### config.mk
export PLATFORM = sky130hd
export DESIGN_NAME = kf_dac_writer
export DESIGN_NICKNAME = d
export VERILOG_FILES = /design/src/rtl/kf_pkg.sv /design/src/rtl/kf_sat_shift.sv /design/src/rtl/kf_dac_writer.sv
export SDC_FILE = /design/constraint.sdc
export NUM_CORES = 1
export LEC_CHECK = 0
export CAP_MARGIN = 40
export CORE_MARGIN = 2
export CORE_UTILIZATION = 39
export CTS_CLUSTER_SIZE = 24
export DETAILED_ROUTE_END_ITERATION = 8
export GPL_ROUTABILITY_DRIVEN = 0
export PLACE_DENSITY = 0.69
export SYNTH_ARGS = -nofsm -noshare
export SYNTH_HDL_FRONTEND = slang
export SYNTH_SLANG_ARGS = --single-unit
### constraint.sdc
create_clock -name aclk -period 3.8 [get_ports aclk]
set_clock_uncertainty 0.1 [all_clocks]
set_input_delay 0.76 -clock aclk [delete_from_list [all_inputs] [get_ports aclk]]
set_output_delay 0.76 -clock aclk [all_outputs]
set_load 0.01 [all_outputs]
### src/rtl/kf_pkg.sv
// Shared DAC constants and code conversion helpers for the Kalman output paths.
package kf_pkg;
  localparam int DAC_W = 14;
  localparam logic [DAC_W-1:0] MID_CODE = 14'h1FFF;
  localparam logic [DAC_W-1:0] SAT_MAX = 14'h1FFF;
  localparam logic [DAC_W-1:0] SAT_MIN = 14'h2000;
  localparam int SAT_HI = 8191;
  localparam int SAT_LO = -8192;

  typedef struct packed {
    logic [DAC_W-1:0] dat;
    logic             sel;
    logic             wrt;
  } dac_bus_t;

  function automatic logic [DAC_W-1:0] sat_dac(input logic signed [31:0] v);
    if (v > SAT_HI) return SAT_MAX;
    else if (v < SAT_LO) return SAT_MIN;
    else return v[DAC_W-1:0];
  endfunction

  // The DAC wants sign bit kept and magnitude bits inverted, so zero lands on MID.
  function automatic logic [DAC_W-1:0] offset_inv(input logic [DAC_W-1:0] s);
    return {s[DAC_W-1], ~s[DAC_W-2:0]};
  endfunction

  function automatic logic [DAC_W-1:0] to_dac_code(input logic signed [31:0] v);
    return offset_inv(sat_dac(v));
  endfunction
endpackage

### src/rtl/kf_sat_shift.sv
// Arithmetic right shift and saturation of a signed sample down to the DAC width.
module kf_sat_shift
  import kf_pkg::*;
#(
  parameter int IN_WIDTH = 16,
  parameter int IN_SHIFT = 0
) (
  input  logic [IN_WIDTH-1:0] din,
  output logic [DAC_W-1:0]    dout
);
  logic signed [31:0] ext;
  logic signed [31:0] shd;

  assign ext  = {{(32-IN_WIDTH){din[IN_WIDTH-1]}}, din};
  assign shd  = ext >>> IN_SHIFT;
  assign dout = sat_dac(shd);
endmodule

### src/rtl/kf_dac_writer.sv
// Drives the Red Pitaya DAC with the Kalman estimate on channel A and the raw
// ADC sample on channel B, interleaved on alternate clock cycles.
module kf_dac_writer
  import kf_pkg::*;
#(
  parameter int IN_WIDTH       = 16,
  parameter int DAC_WIDTH      = 14,
  parameter int IN_SHIFT       = 0,
  parameter int TIMEOUT_CYCLES = 1024
) (
  input  logic                 aclk,
  input  logic                 aresetn,
  input  logic [IN_WIDTH-1:0]  s_axis_tdata,
  input  logic                 s_axis_tvalid,
  output logic                 s_axis_tready,
  input  logic [DAC_WIDTH-1:0] raw_dat,
  input  logic                 raw_valid,
  output logic [DAC_WIDTH-1:0] dac_dat_o,
  output logic                 dac_sel_o,
  output logic                 dac_wrt_o,
  output logic                 dac_rst_o,
  output logic                 stale_o
);
  localparam logic [0:0] PH_A = 1'b0;
  localparam logic [0:0] PH_B = 1'b1;
  localparam int CNT_W = (TIMEOUT_CYCLES > 2) ? $clog2(TIMEOUT_CYCLES) : 1;
  localparam logic [CNT_W-1:0] CNT_MAX = CNT_W'(TIMEOUT_CYCLES - 1);

  logic [0:0]       phase_q, phase_d;
  logic             buf_full_q, buf_full_d;
  logic [DAC_W-1:0] buf_q, buf_d;
  logic [DAC_W-1:0] hold_a_q, hold_a_d;
  logic [DAC_W-1:0] raw_b_q, raw_b_d;
  logic [CNT_W-1:0] cnt_q, cnt_d;
  logic             stale_q, stale_d;
  logic             rst_q, rst_d;
  dac_bus_t         out_q, out_d;

  logic [DAC_W-1:0] est_sat, est_code;
  logic             accept;

  kf_sat_shift #(
    .IN_WIDTH(IN_WIDTH),
    .IN_SHIFT(IN_SHIFT)
  ) u_sat (
    .din (s_axis_tdata),
    .dout(est_sat)
  );

  assign est_code = offset_inv(est_sat);

  // rst_q doubles as the "not yet released" flag, so the first post-reset edge never accepts.
  assign s_axis_tready = aresetn & ~rst_q & (~buf_full_q | (phase_q == PH_A));
  assign accept        = s_axis_tvalid & s_axis_tready;

  always_comb begin
    phase_d    = ~phase_q;
    buf_full_d = buf_full_q;
    buf_d      = buf_q;
    hold_a_d   = hold_a_q;
    raw_b_d    = raw_b_q;
    cnt_d      = cnt_q;
    stale_d    = stale_q;
    rst_d      = ~aresetn;
    out_d      = out_q;

    if (raw_valid) raw_b_d = offset_inv(raw_dat);

    if (accept) begin
      cnt_d   = '0;
      stale_d = 1'b0;
    end else begin
      if (cnt_q != CNT_MAX) cnt_d = cnt_q + 1'b1;
      if (cnt_q == CNT_MAX) stale_d = 1'b1;
    end

    if (phase_q == PH_A) begin
      out_d.sel = 1'b0;
      out_d.wrt = 1'b0;
      if (buf_full_q) begin
        out_d.dat  = buf_q;
        hold_a_d   = buf_q;
        buf_full_d = 1'b0;
      end else begin
        out_d.dat = stale_q ? MID_CODE : hold_a_q;
      end
    end else begin
      out_d.dat = raw_b_q;
      out_d.sel = 1'b1;
      out_d.wrt = 1'b1;
    end

    // Accept wins over drain so a same-edge refill keeps the buffer occupied.
    if (accept) begin
      buf_d      = est_code;
      buf_full_d = 1'b1;
    end
  end

  always_ff @(posedge aclk) begin
    if (!aresetn) begin
      phase_q    <= PH_A;
      buf_full_q <= 1'b0;
      buf_q      <= MID_CODE;
      hold_a_q   <= MID_CODE;
      raw_b_q    <= MID_CODE;
      cnt_q      <= '0;
      stale_q    <= 1'b1;
      rst_q      <= 1'b1;
      out_q      <= '{dat: MID_CODE, sel: 1'b0, wrt: 1'b0};
    end else begin
      phase_q    <= phase_d;
      buf_full_q <= buf_full_d;
      buf_q      <= buf_d;
      hold_a_q   <= hold_a_d;
      raw_b_q    <= raw_b_d;
      cnt_q      <= cnt_d;
      stale_q    <= stale_d;
      rst_q      <= rst_d;
      out_q      <= out_d;
    end
  end

  assign dac_dat_o = out_q.dat;
  assign dac_sel_o = out_q.sel;
  assign dac_wrt_o = out_q.wrt;
  assign dac_rst_o = rst_q;
  assign stale_o   = stale_q;
endmodule

* Word level (Yosys, flattened, before mapping)
Cells that the tools add are included.
** Cells by class
- Add/subtract/negate cells :: 1
- Order comparisons :: 2
- Eq/ne operators :: 3
- Muxes and demuxes :: 9
- Bitwise operators :: 10
- Reductions and logical operators :: 3
** Operators with widths (count)
- 14-bit 2-to-1 mux :: 4
- 13-bit NOT :: 2
- 16-bit by 14-bit greater-than comparator with 1-bit output (second input constant) :: 1
- 16-bit by 14-bit < comparator with 1-bit output (second input constant) :: 1
- 16-bit 2-to-1 mux :: 1
- 10-bit by 1-bit adder with 10-bit output (second input constant) :: 1
- 10-bit == test (second input constant) :: 1
- 10-bit inequality test (second input constant) :: 1
- 1-bit 2-to-1 mux :: 4
- 1-bit NOT :: 4
- 1-bit bitwise AND :: 3
- 2-bit by 1-bit inequality test with 1-bit output (second input constant) :: 1
- 2-bit AND reduction :: 1
- 2-bit nonzero test :: 1
- 2-bit OR reduction :: 1
- 1-bit OR :: 1
** Word-level totals
- Register bits after elaboration :: 72
- Bits of input ports :: 34
- Output and inout port bits :: 19

* Logic depth before layout (Yosys ltp)
- Depth after elaboration :: 5
- Depth in mapped cells :: 6

* Modules after synthesis
Synthesis repeated with hierarchy kept, for this count alone.
** Unflattened totals
- Cell total of the unflattened synthesis :: 372
- Area, all modules :: 3264.4 um2
** Modules (own cells, without submodules)
- kf_dac_writer :: times used 1, cells an instance 326, area each 2912.8 um2, sequential area each 1421.4 um2
- kf_sat_shift :: times used 1, cells an instance 46, area each 351.6 um2, sequential area each 0.0 um2

* Worst setup path after synthesis
Ideal clock, no wire load.
- Path kind :: input-to-output
- Start point :: in aresetn
- End point :: out s_axis_tready
- Arrival :: 1.345 ns
- Path slack :: 1.595 ns
- Stages on the path :: 3
- Path buffers :: 1
- Cell sequence :: buf_2 inv_1 nor3b_1
** Between the ends
- Longest elaborated chain between the ends :: 2
** Ends and longest elaborated chain
- from (decl) :: line kf_dac_writer.sv:12 : input logic aresetn,
- 1-bit bitwise AND (2 in a row) :: line kf_dac_writer.sv:53 : assign s_axis_tready = aresetn & ~rst_q & (~buf_full_q | (phase_q == PH_A));
- to (decl) :: line kf_dac_writer.sv:15 : output logic s_axis_tready,
Every way passes these cells.

* Worst setup path after layout
Same ends and word-level chain as after synthesis.

==> run summary <==
The via count came out at 2263. Traced cell by cell, the critical path runs through clkdlybuf4s50_1 > inv_1 > nor3b_1 > clkdlybuf4s50_1. The worst register-to-register path has a depth of 5.

Summed over all nets, the half-perimeter wirelength after detailed placement is 3.94 mm. In the synthesized netlist the dominant register cell turns out to be sky130_fd_sc_hd__dfxtp_1. The critical path class is primary input to output pin. Buffers inserted during clock tree synthesis total 9.

The multiplexer fraction of the synthesized cell area is 0.745%. The data arrival time at the worst-slack endpoint is 2.18 ns. The synthesized-area fraction occupied by xor and xnor cells came out at 0.978%. Synthesis produced 306 cells. The final instance count without filler cells came out at 434. The share of the clock period used by the worst path after layout is 80.0%. The hold buffer count at cts came out at 0. During synthesis, Yosys emitted a total of 0 warnings. The slowest stage of the critical path belongs to the cell sky130_fd_sc_hd__clkdlybuf4s50_1. The worst relative slew slack came out at 40.3%. The highest achievable clock rate came out at 329 MHz. The detailed-route wire length is 5.81 mm. The first global-routing pass estimated 9.74 mm of wire. The placed instance count is 418.

The largest stage delay on the critical path came out at 0.59 ns. By area, the combinational part of the netlist is dominated by simple AND/OR/NAND/NOR gates. The post-synthesis sequential area ratio came out at 52.9%. The area of placed instances came out at 3220 um2. In this run the register-to-register setup slack is 1.70 ns.

Setup repair after global routing left no endpoint under its margin. The share of synthesized cell area in and, or, nand and nor gates is 22.8%. Once layout is done, the placed cells without fillers occupy 3490 um2. The DRC violation count after routing came out at 0.

The number of endpoints failing setup at the final stage came out at 0. The H-tree generated during clock tree synthesis spans 3 levels. The number of cells upsized or downsized after cts is 0.

Yosys mapped the design onto 39 distinct sky130hd cell types. The count of buffers inserted at the top-level ports came out at 52. The fraction of the mapped netlist area in adder cells is 0.466%. The run finished with clean final reports. The count of max-cap constraint violations is 0. The synthesized design contains 0 enable-type register cells. In this design, the critical path's most frequently occurring cell is sky130_fd_sc_hd__clkdlybuf4s50_1. The worst-case hold slack came out at 0.356 ns. After the first detailed-routing iteration, the DRC count stood at 164. The initial antenna violation count is 0. The worst setup path is captured at an output pin. The power density relative to cell area came out at 494 nW/um2. The source-to-sink clock delay at the later pin of the worst-skew pair came out at 0.34 ns. The number of max-slew violations in the final report came out at 0. The number of nets in the layout came out at 384. The total negative setup slack is 0 ns. After detailed routing, the average wire length per cell comes to 13.4 um. The largest net degree at the start of global routing came out at 45. Once the floorplan was initialized, standard cells occupied 40.0% of the core. The fraction of final layout cells sized beyond drive strength 1 came out at 7.63%. TritonCTS built the clock tree. The number of setup buffers added after CTS is 0. The vertical die dimension is 87.0 um.

The clock tree buffer depth came out at 2. The area enclosed by the die boundary came out at 7570 um2. The tree is rooted in a sky130_fd_sc_hd__clkbuf_8. In this run the worst hold path is classified as flop to flop. The sink of the worst hold path is hold_a_q[13]$_SDFFE_PN0P_. Summing the areas of all compound-gate instances in the mapped netlist gives 17.8% of the synthesized area. The netlist area before placement came out at 2690 um2.

The die boundary width is 87.0 um. The total global-route track usage is 16.3%. A synthesized cell averages 8.78 um2.

The number of inserted diodes is 0. In this run the most critical hold path is launched from hold_a_q[13]$_SDFFE_PN0P_. For this design, the sink count on the clock tree is 71. For the pin with the worst max-slew slack, the measured transition is 0.892 ns. The remaining global-route overflow is 0. The required time at the endpoint of the critical path came out at 2.94 ns. The number of cell rows is 30. The register clock-pin slew on the reported worst setup and hold paths came out at 0.07 ns. The signed area change from the synthesized netlist to the final layout is 29.8%.

In this run the static leakage power is 1.35 nW. The number of antenna-violating nets in the routed design is 0. STA classifies the critical path startpoint as a primary input. The number of stages on the worst hold path came out at 2. The average via count per standard cell came out at 5.21. 53 I/O pins were placed. The highest ir drop seen on vdd came out at 0.000196 V.

The first TritonRoute pass finished after 4 iterations. The maximum fanout along the worst path came out at 2. The area inside the core boundary is 6720 um2. In this run the critical register-to-register path is captured at buf_q[11]$_SDFFE_PN1P_.

The share of flip-flops with an asynchronous set or reset is 0%. The total of flip-flops plus latches after synthesis is 71. The startpoint identified for the worst register-to-register timing path is phase_q$_SDFF_PN0_.

Cells fill 51.9% of the core in the end. Synthesis produced a netlist with a net count of 341. The number of global-route vias before repair is 2015. The smallest clock period supported by the final layout is computed as 3.04 ns. The number of hold violations in the final report came to 0.
[per-stage QoR]
stage,setup slack (ns),total power [mW]
6_report,0.760,1.72
3_5_place_dp,0.643,0.971
3_3_place_gp,0.712,0.967
2_1_floorplan,1.60,0.895
4_1_cts,0.751,1.74
5_1_grt,0.687,1.79
[critical path, delay by kind of cell]
kind / cells / cell delay [ns]
and+or+nand+nor: 1 / 0.23
buffers and inverters: 3 / 1.19
[worst max-delay path by stage]
| stage | start | end | slack [ns] | cells after the start |
|---|---|---|---|---|
| 2_1_floorplan | aresetn | s_axis_tready | 1.60 | 3 |
| 3_5_place_dp | aresetn | buf_q[11]$_SDFFE_PN1P_ | 0.64 | 5 |
| 6_report | aresetn | s_axis_tready | 0.76 | 4 |
| 3_3_place_gp | aresetn | buf_q[1]$_SDFFE_PN1P_ | 0.71 | 5 |
| 4_1_cts | aresetn | s_axis_tready | 0.75 | 4 |
| 5_1_grt | aresetn | s_axis_tready | 0.69 | 4 |
[cell usage in the layout (no fill, tap or decap), types with 2 or more instances in the layout]
cell type                         instances
sky130_fd_sc_hd__nand2_1                 86
sky130_fd_sc_hd__dfxtp_1                 71
sky130_fd_sc_hd__clkdlybuf4s50_1         52
sky130_fd_sc_hd__o21ai_0                 17
sky130_fd_sc_hd__nand3_1                 16
sky130_fd_sc_hd__a221o_1                 13
sky130_fd_sc_hd__o22ai_1                 13
sky130_fd_sc_hd__o211ai_1                13
sky130_fd_sc_hd__clkbuf_8                12
sky130_fd_sc_hd__nor2_1                  10
sky130_fd_sc_hd__a21oi_1                  7
sky130_fd_sc_hd__nor3b_1                  3
sky130_fd_sc_hd__nor3_1                   3
sky130_fd_sc_hd__or3_1                    3
sky130_fd_sc_hd__bufinv_16                3
sky130_fd_sc_hd__buf_4                    3
sky130_fd_sc_hd__inv_1                    2
sky130_fd_sc_hd__nand2_2                  2
sky130_fd_sc_hd__and2_1                   2
sky130_fd_sc_hd__a31oi_1                  2
sky130_fd_sc_hd__xnor2_1                  2
sky130_fd_sc_hd__mux2i_1                  2
[flip-flops by register name, indices dropped and copies added, names as in the netlist]
register    count
buf_full_q      1
dac_sel_o       1
cnt_q          10
dac_dat_o      14
buf_q          14
stale_o         1
raw_b_q        14
hold_a_q       14
phase_q         1
dac_rst_o       1
[cell type report]
cell class | count | area, um2
Clock buffer | 12 | 165
Clock inverter | 4 | 98.8
Fill cell | 626 | 3230
Inverter | 2 | 7.51
Multi-Input combinational cell | 210 | 1150
Sequential cell | 71 | 1420
Tap cell | 80 | 100
Timing Repair Buffer | 55 | 543
[metal layers]
metal	share of wire [%]	up-vias	track usage, %	routed length (um)
li1	-	1164	-	-
met1	53	1020	24.9	3070
met2	39	67	20.6	2290
met3	5.3	12	4.08	308
met4	2.3	0	8.52	135
met5	0	-	0	0
[logic make-up after synthesis]
family | Yosys count
xor gates and xnor gates | 3
buffers and inverters | 25
DFF | 71
and+or+nand+nor | 135
AOI/OAI and AO/OA | 69
adders and majority gates | 1
muxes | 2
[synth_stat cells (2+ instances only)]
library cell	instances	area, um2
sky130_fd_sc_hd__nor3b_1	3	22.5
sky130_fd_sc_hd__and2_1	2	12.5
sky130_fd_sc_hd__o211ai_1	13	97.6
sky130_fd_sc_hd__mux2i_1	2	20.0
sky130_fd_sc_hd__nand2_2	2	12.5
sky130_fd_sc_hd__buf_4	2	15.0
sky130_fd_sc_hd__or3_1	3	18.8
sky130_fd_sc_hd__a21oi_1	7	35.0
sky130_fd_sc_hd__nor3_1	3	15.0
sky130_fd_sc_hd__nand3_1	16	80.1
sky130_fd_sc_hd__o21ai_0	17	85.1
sky130_fd_sc_hd__nor2_1	10	37.5
sky130_fd_sc_hd__xnor2_1	2	17.5
sky130_fd_sc_hd__inv_1	2	7.51
sky130_fd_sc_hd__o22ai_1	13	81.3
sky130_fd_sc_hd__a31oi_1	2	12.5
sky130_fd_sc_hd__a221o_1	13	130
sky130_fd_sc_hd__dfxtp_1	71	1420
sky130_fd_sc_hd__nand2_1	86	323
sky130_fd_sc_hd__clkbuf_1	14	52.6
sky130_fd_sc_hd__buf_2	5	25.0
[where the power goes]
group	switching (mW)	leakage [nW]	internal (mW)
logic	0.0733	0.636	0.0816
clock network	0.277	0.133	0.492
registers	0.0202	0.583	0.779
Power figures use the tool's default switching activity.
==> RTL change 1, RTL diff (config.mk and constraints unchanged) <==
Change the parameter `TIMEOUT_CYCLES` from 1024 to 4096.
--- a/src/rtl/kf_dac_writer.sv
+++ b/src/rtl/kf_dac_writer.sv
@@ -8,3 +8,3 @@
   parameter int IN_SHIFT       = 0,
-  parameter int TIMEOUT_CYCLES = 1024
+  parameter int TIMEOUT_CYCLES = 4096
 ) (
Check against the original RTL: no difference found for any inputs over 10 cycles, from zero or initial values and one cycle with aresetn low; that may be too few to reach the edited logic, so the function may still have changed.
==> RTL change 1 against the original RTL <==
  * Setup slack better by 0.41 ns
  * Largest power group unchanged
  * Synthesized cell count is 10% higher
  * Die area is 5.5% higher
  * Power is 8.6% lower
  * Final area is 2.7% higher
  * Routed wire length is 0.65% lower
  * Hold slack better by 0.0019 ns
  * Count of clock-buffer cells in the layout is 2 lower
  * Synthesized area is 5.7% higher
  * Sequential cell count is 2 higher
  * First-iteration DRC count is 30% lower
  * Final cell count is 11% higher
==> RTL change 1: results (changes against the original RTL) <==
.. list-table::
   :header-rows: 1

   * - Metric
     - Value
   * - Run status
     - complete, no violations
   * - Number of distinct library cells after synthesis
     - 38 (-2.6%)
   * - Layout cell share with drive strength beyond 1
     - 6.53% (-1.1 points)
   * - Largest net degree at the start of global routing
     - 52 (+16%)
   * - Number of global-route vias before repair
     - 2111 (+4.8%)
   * - Buffers inserted by post-CTS timing repair
     - 0 (unchanged)
   * - Crit start category
     - flop
   * - Cells taking the most area after synthesis
     - sky130_fd_sc_hd__dfxtp_1 51%, sky130_fd_sc_hd__nand2_1 12%, sky130_fd_sc_hd__nand3_1 5.6%
   * - Final wirelength
     - 5.77 mm (-0.65%)
   * - Leakage Power
     - 1.44 nW (+6.5%)
   * - Final layout net count
     - 413 (+7.6%)
   * - P_int
     - 1.19 mW (-12%)
   * - Cell types with the highest counts after synthesis
     - 90 x sky130_fd_sc_hd__nand2_1, 73 x sky130_fd_sc_hd__dfxtp_1, 32 x sky130_fd_sc_hd__nand3_1
   * - Worst voltage drop across the vdd grid
     - 0.000218 V (+11%)
   * - Arrival time at the worst endpoint
     - 1.77 ns (-0.41 ns)
   * - Worst reg2reg path depth
     - 4 (-1)
   * - DP Area
     - 0.00339 mm² (+5.3%)
   * - Relative slew slack
     - 40.3% (-0.080 points)
   * - GRT met1 Usage
     - 19.9% (-5.0 points)
   * - Portion of total power attributed to combinational logic
     - 11.0% (+2.0 points)
   * - Overall via count from detail_route
     - 2393 (+5.7%)
   * - Power drawn by the clock network
     - 572 µW (-26%)
   * - Iteration-0 DRC count of the detailed router
     - 114 (-30%)
   * - Detail Route met3 WL
     - 296 µm (-3.9%)
   * - WL met2
     - 2.42 mm (+5.4%)
   * - Synthesized Nets
     - 373 (+9.4%)
   * - Met2 track demand over resource
     - 23.5% (+2.9 points)
   * - Number of antenna violations at the first check in global routing
     - 0 (unchanged)
   * - Sequential fraction of the synthesis area
     - 51.5% (-1.5 points)
   * - Max Fanout on Critical Path
     - 7 (+5)
   * - Post-detail-place hpwl
     - 3.89 mm (-1.3%)
   * - Length of routed wiring on met1
     - 2.94 mm (-4.2%)
   * - Wire length of the first global-routing pass
     - 9.47 mm (-2.8%)
   * - Hold Path Depth
     - 2 (unchanged)
   * - All-layer global routing usage
     - 15.2% (-1.1 points)
   * - Routing usage on met3
     - 3.97% (-0.11 points)
RTL change 1: changes by cell type after synthesis, sizes merged, moves of 3 or more:
| cell | delta |
|---|---|
| a221o | -13 |
| a211o | +13 |
| clkbuf | +5 |
| nand3 | +16 |
| a21oi | +4 |
| buf | -3 |
RTL change 1: cells by family after synthesis:
family	share of synthesized area, %
compound gates	17.3
xor+xnor	0.308
fa+ha+maj	0.440
buf+inv	4.01
flops	51.5
mux	1.06
simple gates	25.5
RTL change 1: through the flow:
stage	hold WS (ns)	util (%)	total power [mW]	std cells	worst slack, ns
6_report	0.358	50.1	1.57	482	1.17
4_1_cts	0.360	50.1	1.59	482	1.18
2_1_floorplan	0.332	-	0.942	338	1.75
3_5_place_dp	0.348	47.5	1.02	466	1.35
5_1_grt	0.373	50.1	1.64	482	1.09
3_3_place_gp	0.340	47.5	1.02	466	1.35
RTL change 1: final timing paths:
| path | endpoint | slack [ns] | startpoint |
|---|---|---|---|
| max | s_axis_tready | 1.17 | buf_full_q |
| min | hold_a_q[13] | 0.36 | hold_a_q[13] |
| max reg2reg | buf_q[6] | 1.81 | buf_full_q |
| min reg2reg | hold_a_q[13] | 0.36 | hold_a_q[13] |
RTL change 1: critical path, stage by stage (launching register included):
cell and delay, ns:
sky130_fd_sc_hd__dfxtp_1 0.37, sky130_fd_sc_hd__a21oi_1 0.35, sky130_fd_sc_hd__and2_1 0.18, sky130_fd_sc_hd__clkdlybuf4s50_1 0.52
RTL change 1: final cells by class:
class                      instances  area, µm²
fill                             707       3560
sequential                        73       1460
multi-input combinational        237       1260
timing repair buffer              54        531
clock buffer                      10        128
tap                               99        124
clock inverter                     6       58.8
inverter                           3       11.3
==> RTL change 2, RTL diff (same flow settings) <==
Without the edit above. Make the reset (`aresetn`) asynchronous in one clocked block.
--- a/src/rtl/kf_dac_writer.sv
+++ b/src/rtl/kf_dac_writer.sv
@@ -99,3 +99,3 @@
 
-  always_ff @(posedge aclk) begin
+  always_ff @(posedge aclk or negedge aresetn) begin
     if (!aresetn) begin
Function: differs if aresetn is asserted again (counterexample within 4 cycles, from zero or initial values and one cycle with aresetn low); with aresetn held inactive, the same outputs for 10 cycles.
==> RTL change 2 against the original RTL <==
  * Sequential cell count stayed put
  * Setup slack better by 0.55 ns
  * First-iteration DRC count is 35% lower
  * Final area is 13% higher
  * Routed wire length is 11% higher
  * Non-clock buffer count is 2 higher
  * Synthesized area is 16% higher
  * Maximum frequency is 22% higher
  * Utilization is 1.1 points lower
  * Critical endpoint unchanged
Power is not compared: it rests on default switching activity, and its combinational part moved more than twofold at a synthesized area within 25%.
==> RTL change 2: results (changes against the original RTL) <==
.. list-table::
   :header-rows: 1

   * - Metric
     - Value
   * - Sequential fraction of the synthesis area
     - 59.1% (+6.2 points)
   * - Worst R2R Start
     - buf_full_q
   * - Total Die Area
     - 0.00873 mm² (+15%)
   * - Non-Clock Buffer Count
     - 57 (+3.6%)
   * - Met2 track demand over resource
     - 25.8% (+5.2 points)
   * - Layout cell share with drive strength beyond 1
     - 35.1% (+27 points)
   * - Post-layout total power
     - 2.16 mW
   * - Cell types with the highest counts after synthesis
     - 54 x sky130_fd_sc_hd__dfstp_2, 26 x sky130_fd_sc_hd__a21oi_1, 23 x sky130_fd_sc_hd__nor2_1
   * - Run status
     - complete, no violations
   * - First-pass iteration count of the detailed router
     - 5 (+1)
   * - Post-detail-place hpwl
     - 4.59 mm (+17%)
   * - Length of routed wiring on met1
     - 2.78 mm (-9.4%)
   * - DP Area
     - 0.00373 mm² (+16%)
   * - Clk cell area share
     - 4.88% (-2.7 points)
   * - Routing usage on met3
     - 3.30% (-0.77 points)
   * - Number of fill cells
     - 683 (+9.1%)
   * - Total of clock buffers placed in the layout
     - 13 (+1)
   * - Synthesized Nets
     - 299 (-12%)
   * - GRT met1 Usage
     - 19.7% (-5.2 points)
   * - Post-placement cell count
     - 405 (-3.1%)
   * - Cells taking the most area after synthesis
     - sky130_fd_sc_hd__dfstp_2 46%, sky130_fd_sc_hd__dfrtp_1 14%, sky130_fd_sc_hd__mux2_2 7.6%
   * - Leading cell type by number of instances after synthesis
     - sky130_fd_sc_hd__dfstp_2
   * - Arrival time at the worst endpoint
     - 1.63 ns (-0.55 ns)
   * - FFs w/ async S/R, synth
     - 100% (+100 points)
   * - Pin slew with the least headroom to its limit
     - 0.872 ns (-0.0198 ns)
   * - Number of combinational gates with multiple inputs
     - 170 (-19%)
==> RTL change 2: kinds of logic after synthesis <==
group / Yosys count / share of synthesized area (%)
compound gates: 77 / 15.6
fa+ha+maj: 1 / 0.401
flops: 71 / 59.1
mux: 30 / 11.8
buf+inv: 23 / 3.41
simple gates: 62 / 9.71
==> RTL change 2: path summary, 6_finish.rpt <==
kind	end	depth (start not counted)	slack, ns
min in group asynchronous	buf_q[7]	2	0.61
max in group asynchronous	dac_dat_o[12]	3	2.65
min reg2reg	raw_b_q[12]	2	0.37
min	raw_b_q[12]	2	0.37
max	s_axis_tready	4	1.31
max reg2reg	cnt_q[7]	4	1.82
==> RTL change 2: worst reg2reg max path, cell delays in order (launching register included) <==
cell and delay [ns]:
sky130_fd_sc_hd__dfrtp_1 0.42, sky130_fd_sc_hd__and2_4 0.20, sky130_fd_sc_hd__nor3b_4 0.74, sky130_fd_sc_hd__buf_4 0.32, sky130_fd_sc_hd__a311oi_1 0.07
